## config.mk

```make
export PLATFORM = sky130hd
export DESIGN_NAME = weight_readback_axis
export DESIGN_NICKNAME = d
export VERILOG_FILES = /design/src/rtl/weight_pkg.sv /design/src/rtl/weight_readback_fifo.sv /design/src/rtl/weight_readback_axis.sv
export SDC_FILE = /design/constraint.sdc
export NUM_CORES = 1
export LEC_CHECK = 0
export CAP_MARGIN = 20
export CORE_MARGIN = 5
export CORE_UTILIZATION = 40
export CTS_BUF_LIST = sky130_fd_sc_hd__clkbuf_4
export DETAILED_ROUTE_END_ITERATION = 12
export MAX_ROUTING_LAYER = met4
export PLACE_DENSITY = 0.68
export SYNTH_ARGS = -nofsm -noshare
export SYNTH_HDL_FRONTEND = slang
export SYNTH_SLANG_ARGS = --single-unit
```

## constraint.sdc

```tcl
create_clock -name i_clk -period 4.8 [get_ports i_clk]
set_input_delay 0.96 -clock i_clk [delete_from_list [all_inputs] [get_ports i_clk]]
set_output_delay 0.96 -clock i_clk [all_outputs]
set_load 0.005 [all_outputs]
```

## src/rtl/weight_pkg.sv

```systemverilog
// Shared constants and FSM encoding for the weight memory loader and readback paths.
package weight_pkg;

    localparam int unsigned WEIGHT_LIMIT = 99678;
    localparam int unsigned DATA_W       = 32;
    localparam int unsigned ADDR_W       = 32;

    typedef enum logic [1:0] {
        StIdle,
        StRun,
        StDrain,
        StDone
    } state_e;

endpackage

```

## src/rtl/weight_readback_fifo.sv

```systemverilog
// Synchronous first-word-fall-through FIFO.
// The head word and its valid flag come straight from registers.
module weight_readback_fifo
    import weight_pkg::*;
#(
    parameter int unsigned DEPTH = 4,
    parameter int unsigned WIDTH = DATA_W + 1,
    parameter int unsigned CNT_W = $clog2(DEPTH + 1)
) (
    input  logic             i_clk,
    input  logic             i_rst,
    input  logic             i_push,
    input  logic [WIDTH-1:0] i_data,
    input  logic             i_pop,
    output logic [WIDTH-1:0] o_data,
    output logic             o_valid,
    output logic [CNT_W-1:0] o_count
);

    localparam int unsigned PTR_W = $clog2(DEPTH);

    logic [WIDTH-1:0] r_mem [DEPTH];
    logic [PTR_W-1:0] r_wr_ptr;
    logic [PTR_W-1:0] r_rd_ptr;
    logic [CNT_W-1:0] r_count;

    logic w_push;
    logic w_pop;

    assign w_pop  = i_pop && (r_count != '0);
    assign w_push = i_push && (r_count != CNT_W'(DEPTH));

    always_ff @(posedge i_clk) begin
        if (w_push) begin
            r_mem[r_wr_ptr] <= i_data;
        end
    end

    // Pointers wrap naturally because DEPTH is a power of two.
    always_ff @(posedge i_clk) begin
        if (i_rst) begin
            r_wr_ptr <= '0;
            r_rd_ptr <= '0;
            r_count  <= '0;
        end else begin
            if (w_push) begin
                r_wr_ptr <= r_wr_ptr + PTR_W'(1);
            end
            if (w_pop) begin
                r_rd_ptr <= r_rd_ptr + PTR_W'(1);
            end
            case ({w_push, w_pop})
                2'b10:   r_count <= r_count + CNT_W'(1);
                2'b01:   r_count <= r_count - CNT_W'(1);
                default: r_count <= r_count;
            endcase
        end
    end

    assign o_data  = r_mem[r_rd_ptr];
    assign o_valid = (r_count != '0);
    assign o_count = r_count;

endmodule

```

## src/rtl/weight_readback_axis.sv

```systemverilog
// Streams a clamped, contiguous range of weight memory out as an AXI-Stream.
// Reads are credit-limited so the output FIFO can never overflow.
module weight_readback_axis
    import weight_pkg::*;
#(
    parameter int unsigned FIFO_DEPTH = 4
) (
    input  logic              i_clk,
    input  logic              i_rst,
    input  logic              i_start,
    input  logic [ADDR_W-1:0] i_start_addr,
    input  logic [ADDR_W-1:0] i_length,
    output logic              o_busy,
    output logic              o_done,
    output logic              o_err,
    output logic              o_weight_rd_en,
    output logic [ADDR_W-1:0] o_weight_rd_addr,
    input  logic [DATA_W-1:0] i_weight_rd_data,
    output logic [DATA_W-1:0] o_m_axis_tdata,
    output logic              o_m_axis_tvalid,
    input  logic              i_m_axis_tready,
    output logic              o_m_axis_tlast
);

    localparam int unsigned       CNT_W = $clog2(FIFO_DEPTH + 1);
    localparam logic [ADDR_W-1:0] LIMIT = ADDR_W'(WEIGHT_LIMIT);

    state_e            r_state;
    state_e            w_state_d;
    logic [ADDR_W-1:0] r_base_addr;
    logic [ADDR_W-1:0] r_eff_len;
    logic [ADDR_W-1:0] r_rd_cnt;
    logic              r_inflight;
    logic              r_inflight_last;
    logic              r_err;

    logic [ADDR_W:0]   w_sum;
    logic [ADDR_W-1:0] w_req_len;
    logic              w_req_err;
    logic              w_start_ok;
    logic              w_credit;
    logic              w_rd_en;
    logic              w_last_rd;
    logic              w_beat;
    logic              w_fifo_valid;
    logic [DATA_W:0]   w_fifo_dout;
    logic [CNT_W-1:0]  w_fifo_count;

    // Range clamp; the sum is one bit wider so it cannot wrap.
    assign w_sum = {1'b0, i_start_addr} + {1'b0, i_length};

    always_comb begin
        w_req_len = i_length;
        w_req_err = 1'b0;
        if (i_start_addr >= LIMIT) begin
            w_req_len = '0;
            w_req_err = 1'b1;
        end else if (w_sum > {1'b0, LIMIT}) begin
            w_req_len = LIMIT - i_start_addr;
            w_req_err = 1'b1;
        end
    end

    assign w_start_ok = i_start && (r_state == StIdle);
    assign w_credit   = ({1'b0, w_fifo_count} + (CNT_W + 1)'(r_inflight))
                        < (CNT_W + 1)'(FIFO_DEPTH);
    assign w_rd_en    = (r_state == StRun) && w_credit;
    assign w_last_rd  = (r_rd_cnt == r_eff_len - ADDR_W'(1));
    assign w_beat     = w_fifo_valid && i_m_axis_tready;

    always_comb begin
        w_state_d = r_state;
        unique case (r_state)
            StIdle: begin
                if (w_start_ok) begin
                    w_state_d = (w_req_len == '0) ? StDone : StRun;
                end
            end
            StRun: begin
                if (w_rd_en && w_last_rd) begin
                    w_state_d = StDrain;
                end
            end
            StDrain: begin
                if (w_beat && w_fifo_dout[DATA_W]) begin
                    w_state_d = StDone;
                end
            end
            StDone:  w_state_d = StIdle;
            default: w_state_d = StIdle;
        endcase
    end

    always_ff @(posedge i_clk) begin
        if (i_rst) begin
            r_state         <= StIdle;
            r_base_addr     <= '0;
            r_eff_len       <= '0;
            r_rd_cnt        <= '0;
            r_inflight      <= 1'b0;
            r_inflight_last <= 1'b0;
            r_err           <= 1'b0;
        end else begin
            r_state         <= w_state_d;
            r_inflight      <= w_rd_en;
            r_inflight_last <= w_rd_en && w_last_rd;
            if (w_start_ok) begin
                r_base_addr <= i_start_addr;
                r_eff_len   <= w_req_len;
                r_rd_cnt    <= '0;
                r_err       <= w_req_err;
            end else if (w_rd_en) begin
                r_rd_cnt <= r_rd_cnt + ADDR_W'(1);
            end
        end
    end

    // tlast rides in the top bit of each FIFO word.
    weight_readback_fifo #(
        .DEPTH (FIFO_DEPTH),
        .WIDTH (DATA_W + 1),
        .CNT_W (CNT_W)
    ) u_fifo (
        .i_clk   (i_clk),
        .i_rst   (i_rst),
        .i_push  (r_inflight),
        .i_data  ({r_inflight_last, i_weight_rd_data}),
        .i_pop   (i_m_axis_tready),
        .o_data  (w_fifo_dout),
        .o_valid (w_fifo_valid),
        .o_count (w_fifo_count)
    );

    assign o_busy           = (r_state == StRun) || (r_state == StDrain);
    assign o_done           = (r_state == StDone);
    assign o_err            = r_err;
    assign o_weight_rd_en   = w_rd_en;
    assign o_weight_rd_addr = w_rd_en ? (r_base_addr + r_rd_cnt) : '0;
    assign o_m_axis_tvalid  = w_fifo_valid;
    assign o_m_axis_tdata   = w_fifo_valid ? w_fifo_dout[DATA_W-1:0] : '0;
    assign o_m_axis_tlast   = w_fifo_valid && w_fifo_dout[DATA_W];

endmodule

```

# --- Yosys cells after proc, flatten, opt, wreduce, memory -nomap -nowiden ---
# Memory sizes are Yosys's and may differ from the RTL's. A register that Yosys moved wholly into a read port is not among the register bits.
# Index checks and enable logic that the tools add are counted.
word_totals:
  latch_bits: 0
  mem_bits_rw: 132
  reg_bits: 108
  wordCells: 64
  mem_bits_ro: 0
  mem_count: 1
memory_table:
  columns: ["name", "depth", "word_bits", "rd", "rd_ports_with_merged_regs", "write_ports", "line_no", "text"]
  rows:
  - ["u_fifo.r_mem", 4, 33, 1, 1, 1, "weight_readback_fifo.sv:22", "logic [WIDTH-1:0] r_mem [DEPTH];"]
classes:
  multipliers: 0
  order_cmp: 3
  muxes: 16
  div_mod_pow: 0
  reduce_logical: 14
  n_bitwise: 0
  n_shift: 0
  eq_ne: 10
  add_sub_neg: 10
ops:
  columns: ["cell", "count"]
  rows:
  - ["2-to-1 mux 32 bit", 4]
  - ["adder 32 x 32 -> 33 bit", 1]
  - ["greater-than comparator 33 x 17 -> 1 bit (second input constant)", 1]
  - ["adder 32 x 1 -> 32 bit (second input constant)", 1]
  - ["adder 32 bit", 1]
  - ["equality test 32 bit", 1]
  - [">= comparator 32 x 17 -> 1 bit (second input constant)", 1]
  - ["logical NOT 32 bit", 1]
  - ["subtractor 17 x 32 -> 32 bit (first input constant)", 1]
  - ["subtractor 32 x 1 -> 32 bit (second input constant)", 1]
  - ["2-to-1 mux 2 bit", 6]
  - ["one-hot mux 2 bit (4 select lines)", 1]
  - ["logical AND 1 bit", 7]
  - ["equality test 2 bit (second input constant)", 3]
  - ["one-hot mux 3 bit (2 select lines)", 1]
  - ["adder 2 x 1 -> 2 bit (second input constant)", 2]
  - ["adder 3 x 1 -> 4 bit", 1]
  - ["equality test 2 x 1 -> 1 bit (second input constant)", 2]
  - ["less-than comparator 4 x 3 -> 1 bit (second input constant)", 1]
  - ["2-to-1 mux 1 bit", 4]
  - ["inequality test 2 bit (second input constant)", 2]
  - ["adder 3 x 1 -> 3 bit (second input constant)", 1]
  - ["inequality test 3 bit (second input constant)", 1]
  - ["AND reduction 3 bit", 1]
  - ["7 further kinds", 7]

# --- Logic depth before layout (Yosys ltp) ---
# Gate-level depths: netlist (run 1).
logic_depth:
  depth_word: 8
  mapped_depth: 16

# --- Cells and area by module ---
# Synthesis (run 1) repeated with hierarchy kept, for this count alone.
hier_totals:
  cells_unflattened: 1511
  area_unflattened_um2: 15104.5
modules_own_cells:
  columns: ["mod", "area_each_um2", "n_inst", "cells_per_inst", "seq_area_each_um2"]
  rows:
  - ["weight_readback_axis", 9813.2, 1, 1287, 2021.9]
  - ["weight_readback_fifo", 5291.3, 1, 224, 4144.0]

# --- Least setup slack after synthesis (run 1) ---
# No wires, ideal clock.
synth_path:
  kind: "input port to flip-flop"
  start: "input i_start_addr[0]"
  end: "register r_eff_len[8]"
  path_slack_ns: 0.539
  arrival_time_ns: 4.144
  path_buffers: 1
  setup_ns: 0.117
  stages: 15
  cell_sequence: "ha_1 -> inv_1 -> fa_1 -> nand2b_1 -> a211o_1 -> a21o_1 -> a211oi_1 -> o41ai_1 -> xor2_1 -> o2111ai_1 -> nor4b_1 -> and4_1 -> clkbuf_1 -> mux2_2 -> a32o_1"
synth_via:
  elab_chain_len: 4
synth_lines:
  columns: ["item", "line_no", "text"]
  rows:
  - ["start: declaration", "weight_readback_axis.sv:11", "input logic [ADDR_W-1:0] i_start_addr,"]
  - ["adder 32 x 32 -> 33 bit", "weight_readback_axis.sv:50", "assign w_sum = {1'b0, i_start_addr} + {1'b0, i_length};"]
  - ["greater-than comparator 33 x 17 -> 1 bit", "weight_readback_axis.sv:58", "end else if (w_sum > {1'b0, LIMIT}) begin"]
  - ["2-to-1 mux 32 bit", "weight_readback_axis.sv:58", null]
  - ["2-to-1 mux 32 bit (*)", "weight_readback_axis.sv:55", "if (i_start_addr >= LIMIT) begin"]
  - ["end signal: assignment", "weight_readback_axis.sv:109", "r_eff_len <= w_req_len;"]
  - ["end: declaration", "weight_readback_axis.sv:31", "logic [ADDR_W-1:0] r_eff_len;"]
# Every way passes the cells marked *; elsewhere a longest branch is shown, timed or not.
# A chain may end at the register's enable or synchronous reset.

# --- Final worst setup path (run 1) ---
layout_path:
  start: "register r_base_addr[0]"
  end: "output o_weight_rd_addr[18]"
layout_via:
  elab_chain_len: 2
layout_lines:
  columns: ["item", "line_no", "text"]
  rows:
  - ["start: declaration", "weight_readback_axis.sv:30", "logic [ADDR_W-1:0] r_base_addr;"]
  - ["start signal: assignment", "weight_readback_axis.sv:108", "r_base_addr <= i_start_addr;"]
  - ["adder 32 bit", "weight_readback_axis.sv:138", "assign o_weight_rd_addr = w_rd_en ? (r_base_addr + r_rd_cnt) : '0;"]
  - ["2-to-1 mux 32 bit", "weight_readback_axis.sv:138", null]
  - ["end: declaration", "weight_readback_axis.sv:17", "output logic [ADDR_W-1:0] o_weight_rd_addr,"]
# Every way passes these cells.

==> flow_summary.ini, run 1 <==
[floorplan]
core-area_um2 = 35700
io-pin-count = 170
initial_utilization = 0.407
die_width_um = 201
rows = 69
die-height_um = 201
fp.dieArea_um2 = 40300

[power_and_ir_drop]
power.share.switching = 0.304
power.sequential.fraction = 0.413
power_frac_comb = 0.320
share_clk_of_total_power = 0.268
cellLeakagePower_nw = 7.14
power.density_nw_per_um2 = 315
p_total_w = 0.00582
max-vdd-ir-drop_v = 0.000161
power.switching_w = 0.00177
cell_internal_pwr_w = 0.00405

[timing]
final_min_period_over_clock_period = 0.959
worstMarginPinSlew_ps = 1030
finalHoldViolCount = 0
max_clock_freq_mhz = 217
setup_viol = 0
setup_slack_ps = 199
finClkSkew_ps = 43.7
post-route-min-period_ps = 4600
fin_tns_setup_ps = 0
worst_slew_slack_as_a_fraction_of_its_limit = 0.311
final_max_slew_viol_count = 0

[cts]
clk_latency_ps = 690
cts.sink_count = 242
tritoncts.num_buffers = 56
cts_hold_buffers = 0
clk_path_buf_depth = 3
cts_tree = done
worst_setup_hold_path_clk_slew_ps = 80
htree_levels = 2
clockRootBuffer = clkbuf_4

[critical_path]
timing.critical_path.buf_inv = 2
critical-path-top-delay-family = compound AO/OA/AOI/OAI gates
worstReg2RegEnd = r_state[1]
slowest_cp_cell = clkdlybuf4s50_1
worst_path_largest_cell_delay_ps = 570
regToRegSetupSlack_ps = 790
launching_element_type_of_the_critical_path = register
worst_r2r_path_depth = 12
reg2reg_from = r_state[1]
worstSetupPathType = reg -> out
worstPathRequired_ps = 3840
critPathArrivalTime_ps = 3640
worstPathMaxFanout = 3
path_cells = ha_2, fa_2, a21o_1, a21o_1, a21boi_2, buf_4, o31ai_2, a31oi_1, o21ai_2, a31oi_2, xor2_1, nor2_1, clkdlybuf4s50_1
critical-path-top-cell-by-count = a21o_1
critPathCaptureType = output port

[yosys]
ys_ff_latch = 242
synth-seq-area-share = 0.424
synthMuxAreaShare = 0.0784
postSynthCellCount = 1429
synth_enable_flop_cells = 132
yosys.cell_types.count = 79
synth_xor_area_frac = 0.0873
synth_compound_gate_area_share = 0.148
synth-warning-count = 0
async_reset_ff_frac = 0
synth.cell_area_um2 = 14500
synth_largest_type_area_fraction = 0.273
yosys.area_share.adder = 0.0704
netlist_top_cells_area = edfxtp_1 27%, dfxtp_1 15%, ha_1 6.6%, mux4_2 5.1%, xnor2_1 4.4%
synth-simple-area-share = 0.166
synth_fp_nets = 1609
synth_top_flop_cell = edfxtp_1
synthesis.area_per_instance_um2 = 10.2
synth.largest_area_cell = edfxtp_1
main_combinational_cell_family_by_area_after_synthesis = simple AND/OR/NAND/NOR gates

[outcome]
run_status = complete, no violations

[hold_path]
hold_path_end = u_fifo.r_mem[1][32]
min_delay_path_depth = 0
min_from = r_inflight_last
timing.hold.worst.class = reg -> reg

[layout]
area_growth_syn_to_layout_pct = 27.1
regArea_um2 = 6180
finish.net_count = 1914
fillerInstances = 3268
layout.cells.most_common_list = 161 x clkdlybuf4s50_1, 141 x buf_4, 132 x edfxtp_1
leading_cell_type_in_the_layout_fill_and_taps_excluded = clkdlybuf4s50_1
post_route_cells_drive_above_1_share = 0.176
multi_input_area_um2 = 8140
stdcell_count = 2240
final_core_density = 0.517

[global_route]
grt_util_overall = 0.193
gr-usage-met2 = 0.313
first_global_vias = 11900
grt_start_max_net_pins = 37
grt_pass1_wl_mm = 62.3
gr_met1_demand_resource = 0.257
use_met3 = 0.0271
number_of_antenna_violations_at_the_first_check_in_global_routing = 1
grt_busiest_layer = met2
gr-total-overflow = 0

[place]
dp_hpwl_mm = 30.8
dp.cells = 2133
portBuffers = 169
dp_slack_ps = -308
place.gp.congestion = 0.902

[drt]
via_count = 12100
drcViolationCount = 0
vias_per_std_cell = 5.42
antenna_violating_nets_post_route = 0
avgRoutedWirePerCell_um = 17.6
initial_drt_markers = 610
detailedRoute.firstPassIterationCount = 5
total_routed_length_mm = 39.4

[run]
max_cap_violations = 0
==> synthesized netlist by cell type (9+ instances only) <==
library cell	count
and2_1	41
inv_1	34
xnor2_1	73
nand4_1	27
nor2b_1	9
nor3_1	38
mux2i_1	34
ha_1	77
or3_1	19
a21oi_1	67
nor2_1	113
clkbuf_1	53
o21ai_0	71
or4_1	13
a21o_1	34
nand2b_1	17
mux4_2	33
a211oi_1	14
o22ai_1	9
nor4_1	23
dfxtp_1	110
edfxtp_1	132
a22o_1	35
nand2_1	97
and3_1	15
o21a_1	12
a31oi_1	20
xor2_1	72
nand3_1	26
==> worst reg2reg max path, cell delays in order, from the launching register on <==
cell and delay, ps:
dfxtp_1 340, inv_1 110, ha_1 170, or3b_2 460, inv_1 190, nand4_1 110
nor4_1 410, o2111ai_1 160, or4_1 540, nor4_1 450, nand4b_1 260, a221o_1 420
o41ai_2 310
==> routing by layer <==
metal,part of all wire,routed length [um]
met5,0,0
met4,0.020,787
met3,0.055,2170
met2,0.47,18400
met1,0.46,18000
==> power groups by stage <==
stage / Combinational [W] / Clock [W] / Sequential (W)
2_1_floorplan: 0.00104 / 0 / 0.00242
3_3_place_gp: 0.00186 / 0 / 0.00244
3_5_place_dp: 0.00187 / 0 / 0.00245
4_1_cts: 0.00188 / 0.00162 / 0.00240
5_1_grt: 0.00204 / 0.00173 / 0.00241
6_report: 0.00186 / 0.00156 / 0.00240
==> layout make-up <==
type                    instances  share of cell area
inverters                      34             0.00690
repair buffers                311               0.150
flip-flops and latches        242               0.334
clock buffers                  80              0.0325
multi-input cells            1089               0.440
clock inverters                22             0.00541
well taps                     461              0.0312
diodes                          1            0.000135
==> logic make-up after synthesis <==
family	count (synthesis)
muxes	72
adders and majority gates	80
buffers and inverters	98
xor gates and xnor gates	145
DFF	242
AOI/OAI and AO/OA	323
and+or+nand+nor	469
==> what timing repair did <==
action	4_1_cts	5_1_grt
endpoints found under the setup margin	13	9
pin swaps	12	7
gates resized for setup	30	16
setup buffers	1	3
endpoints found under the hold margin	0	0
==> through the flow <==
stage                     hold slack, ps  area (um2)
after detailed placement             473       17600
after CTS                            477       18400
after global placement               456       17600
after global routing                 483       18500
after floorplan                      438       14500
final                                473       18500
==> state kept, by name (all words and copies together), names as in the netlist, named ones only <==
name and count:
o_err 1, u_fifo.o_count 3, r_inflight_last 1, u_fifo.r_wr_ptr 2, r_inflight 1, r_state 2
u_fifo.r_rd_ptr 2, u_fifo.r_mem 132, r_base_addr 32, r_rd_cnt 32, r_eff_len 32
==> worst max path at each step <==
stage,startpoint,end,slack [ps],cells after the start
global route,r_rd_cnt[4],o_weight_rd_addr[25],-30,10
global placement,i_length[1],r_eff_len[8],-260,16
detailed placement,i_length[1],r_eff_len[8],-310,17
finish,r_base_addr[0],o_weight_rd_addr[18],200,13
floorplan,i_start_addr[0],r_eff_len[8],540,15
CTS,r_base_addr[0],o_weight_rd_addr[30],0.8,15
Power figures use the tool's default switching activity.
==> run 2, diff against run 1 <==
--- a/config.mk
+++ b/config.mk
@@ -5,6 +5,7 @@
 export SDC_FILE = /design/constraint.sdc
 export NUM_CORES = 1
 export LEC_CHECK = 0
+export ABC_AREA = 0
 export CAP_MARGIN = 20
 export CORE_MARGIN = 5
 export CORE_UTILIZATION = 40
@@ -12,6 +13,7 @@
 export DETAILED_ROUTE_END_ITERATION = 12
 export MAX_ROUTING_LAYER = met4
 export PLACE_DENSITY = 0.68
+export SLEW_MARGIN = 15
 export SYNTH_ARGS = -nofsm -noshare
 export SYNTH_HDL_FRONTEND = slang
 export SYNTH_SLANG_ARGS = --single-unit
==> constraint.sdc (replaced) <==
create_clock -name i_clk -period 4.8 [get_ports i_clk]
set_input_delay 0.96 -clock i_clk [delete_from_list [all_inputs] [get_ports i_clk]]
set_output_delay 0.96 -clock i_clk [all_outputs]
set_load 0.05 [all_outputs]
==> run 2 against run 1 <==
Compared with the run above:
- clock power hardly changed
- via count increased by 0.39%
- clock-buffer cell count decreased by 8
- largest cell class unchanged
- flip-flop and latch count stayed put
- setup slack worse by 33 ps
- cell count fell by 0.40%
- first-iteration DRC count grew 4.9%
- combinational power grew 31%
- worst hold slack gained 13 ps
==> flow_summary.ini, run 2 (same netlist as run 1, synthesis figures left out) <==
[layout]
largest_register_ffs = 132
regMostFlops = u_fifo.r_mem
post_route_cells_drive_above_1_share = 0.174
leading_cell_type_in_the_layout_fill_and_taps_excluded = clkdlybuf4s50_1
final_instance_area_um2 = 18500
area_growth_syn_to_layout_pct = 27.1
layout.cells.most_common_list = 151 x clkdlybuf4s50_1, 142 x buf_4, 132 x edfxtp_1
final_core_density = 0.517
finish.net_count = 1910

[critical_path]
worstSetupPathType = reg -> out
launching_element_type_of_the_critical_path = register
worstPathRequired_ps = 3840
critPathArrivalTime_ps = 3670
worstPathMaxFanout = 3
critPathCaptureType = output port

[cts]
clk_latency_ps = 690
cts.sink_count = 242
worst_setup_hold_path_clk_slew_ps = 60
cts_tree = done
cts_hold_buffers = 0
tritoncts.num_buffers = 55
clk_path_buf_depth = 3
clockRootBuffer = clkbuf_4
htree_levels = 2

[drt]
initial_drt_markers = 640
drcViolationCount = 0
vias_per_std_cell = 5.47
avgRoutedWirePerCell_um = 17.7
via_count = 12200
total_routed_length_mm = 39.4
detailedRoute.firstPassIterationCount = 5
antenna_violating_nets_post_route = 0

[floorplan]
die_width_um = 201
initial_utilization = 0.407
die-height_um = 201
rows = 69
core-area_um2 = 35700
io-pin-count = 170
fp.dieArea_um2 = 40300

[timing]
final_min_period_over_clock_period = 0.966
worstMarginPinSlew_ps = 839
final_max_slew_viol_count = 0
worst_slew_slack_as_a_fraction_of_its_limit = 0.440
post-route-min-period_ps = 4630
hold-worst-slack_ps = 487
finalHoldViolCount = 0
finClkSkew_ps = 64.6
rsz0062_at_grt = yes
setup_slack_ps = 165
max_clock_freq_mhz = 216
setup_viol = 0

[global_route]
gr-total-overflow = 0
grt_start_max_net_pins = 61
grt_pass1_wl_mm = 63.2
number_of_antenna_violations_at_the_first_check_in_global_routing = 1
grt_util_overall = 0.195
first_global_vias = 12100

[power_and_ir_drop]
share_clk_of_total_power = 0.241
power_frac_comb = 0.380
power.density_nw_per_um2 = 346
power.switching_w = 0.00233
cellLeakagePower_nw = 7.15
cell_internal_pwr_w = 0.00406
power.share.switching = 0.365
max-vdd-ir-drop_v = 0.000168
power.sequential.fraction = 0.379

[place]
place.gp.congestion = 0.902
dp_hpwl_mm = 30.8
dp_slack_ps = -183
portBuffers = 169
placement.cell_area_um2 = 17700

[hold_path]
timing.hold.worst.class = reg -> reg

[run]
max_cap_violations = 0

[outcome]
run_status = complete, no violations
-- run 2: changes by cell type in the layout (fill, tap and decap cells not counted), sizes merged --
cell and change:
buf +12, clkdlybuf4s50 -10, clkbuf -8, dlygate4sd2 -7, dlymetal6s2s +2, bufinv +1
clkinv +1
-- run 2: layout make-up --
cell class              instances  area (um2)
diodes                          1        2.50
clock buffers                  72         541
clock inverters                24         135
fillers                      3231       17300
inverters                      34         128
multi-input cells            1089        8070
flip-flops and latches        242        6170
well taps                     461         577
repair buffers                308        2860
-- run 2: critical path, stage by stage (launching register included) --
cell	delay, ps
dfxtp_1	320
ha_2	200
fa_2	350
a21o_1	180
a21o_1	190
a21boi_2	200
buf_4	140
o31ai_1	100
a31oi_1	290
xor2_1	140
nor2_1	100
clkdlybuf4s50_1	810
-- run 2: power by group through the flow --
stage	registers (W)	clock network (W)	logic [W]
after global routing	0.00244	0.00171	0.00260
after detailed placement	0.00247	0	0.00244
after floorplan	0.00242	0	0.00159
after global placement	0.00246	0	0.00242
final	0.00242	0.00154	0.00243
after CTS	0.00243	0.00159	0.00245
-- run 2: path summary, 6_finish.rpt --
check / slack, ps / cells after the start / endpoint / startpoint
max: 170 / 11 / o_weight_rd_addr[12] / r_rd_cnt[0]
min: 490 / 1 / r_base_addr[22] / r_base_addr[22]
max reg2reg: 770 / 12 / r_state[1] / r_state[1]
min reg2reg: 490 / 1 / r_base_addr[22] / r_base_addr[22]
-- run 2: layer usage --
| metal | vias to the layer above | track usage | routed length (um) |
|---|---|---|---|
| met5 | - | - | 0 |
| met4 | 0 | 0.0570 | 990 |
| met3 | 67 | 0.0270 | 1870 |
| met2 | 345 | 0.315 | 18400 |
| met1 | 5784 | 0.259 | 18200 |
| li1 | 5998 | - | - |
-- run 2: through the flow --
stage,total power [W],std cells,setup TNS (ps)
after floorplan,0.00401,1429,0
after global placement,0.00488,2132,-1270
after detailed placement,0.00491,2132,-2960
after CTS,0.00647,2229,0
after global routing,0.00676,2231,-114
final,0.00639,2231,0
-- run 2: what timing repair did --
item,in CTS,in global routing
endpoints found under the setup margin,9,14
buffers inserted,1,1
endpoints found under the hold margin,0,0
pin swaps,4,10
gates resized for setup,10,16
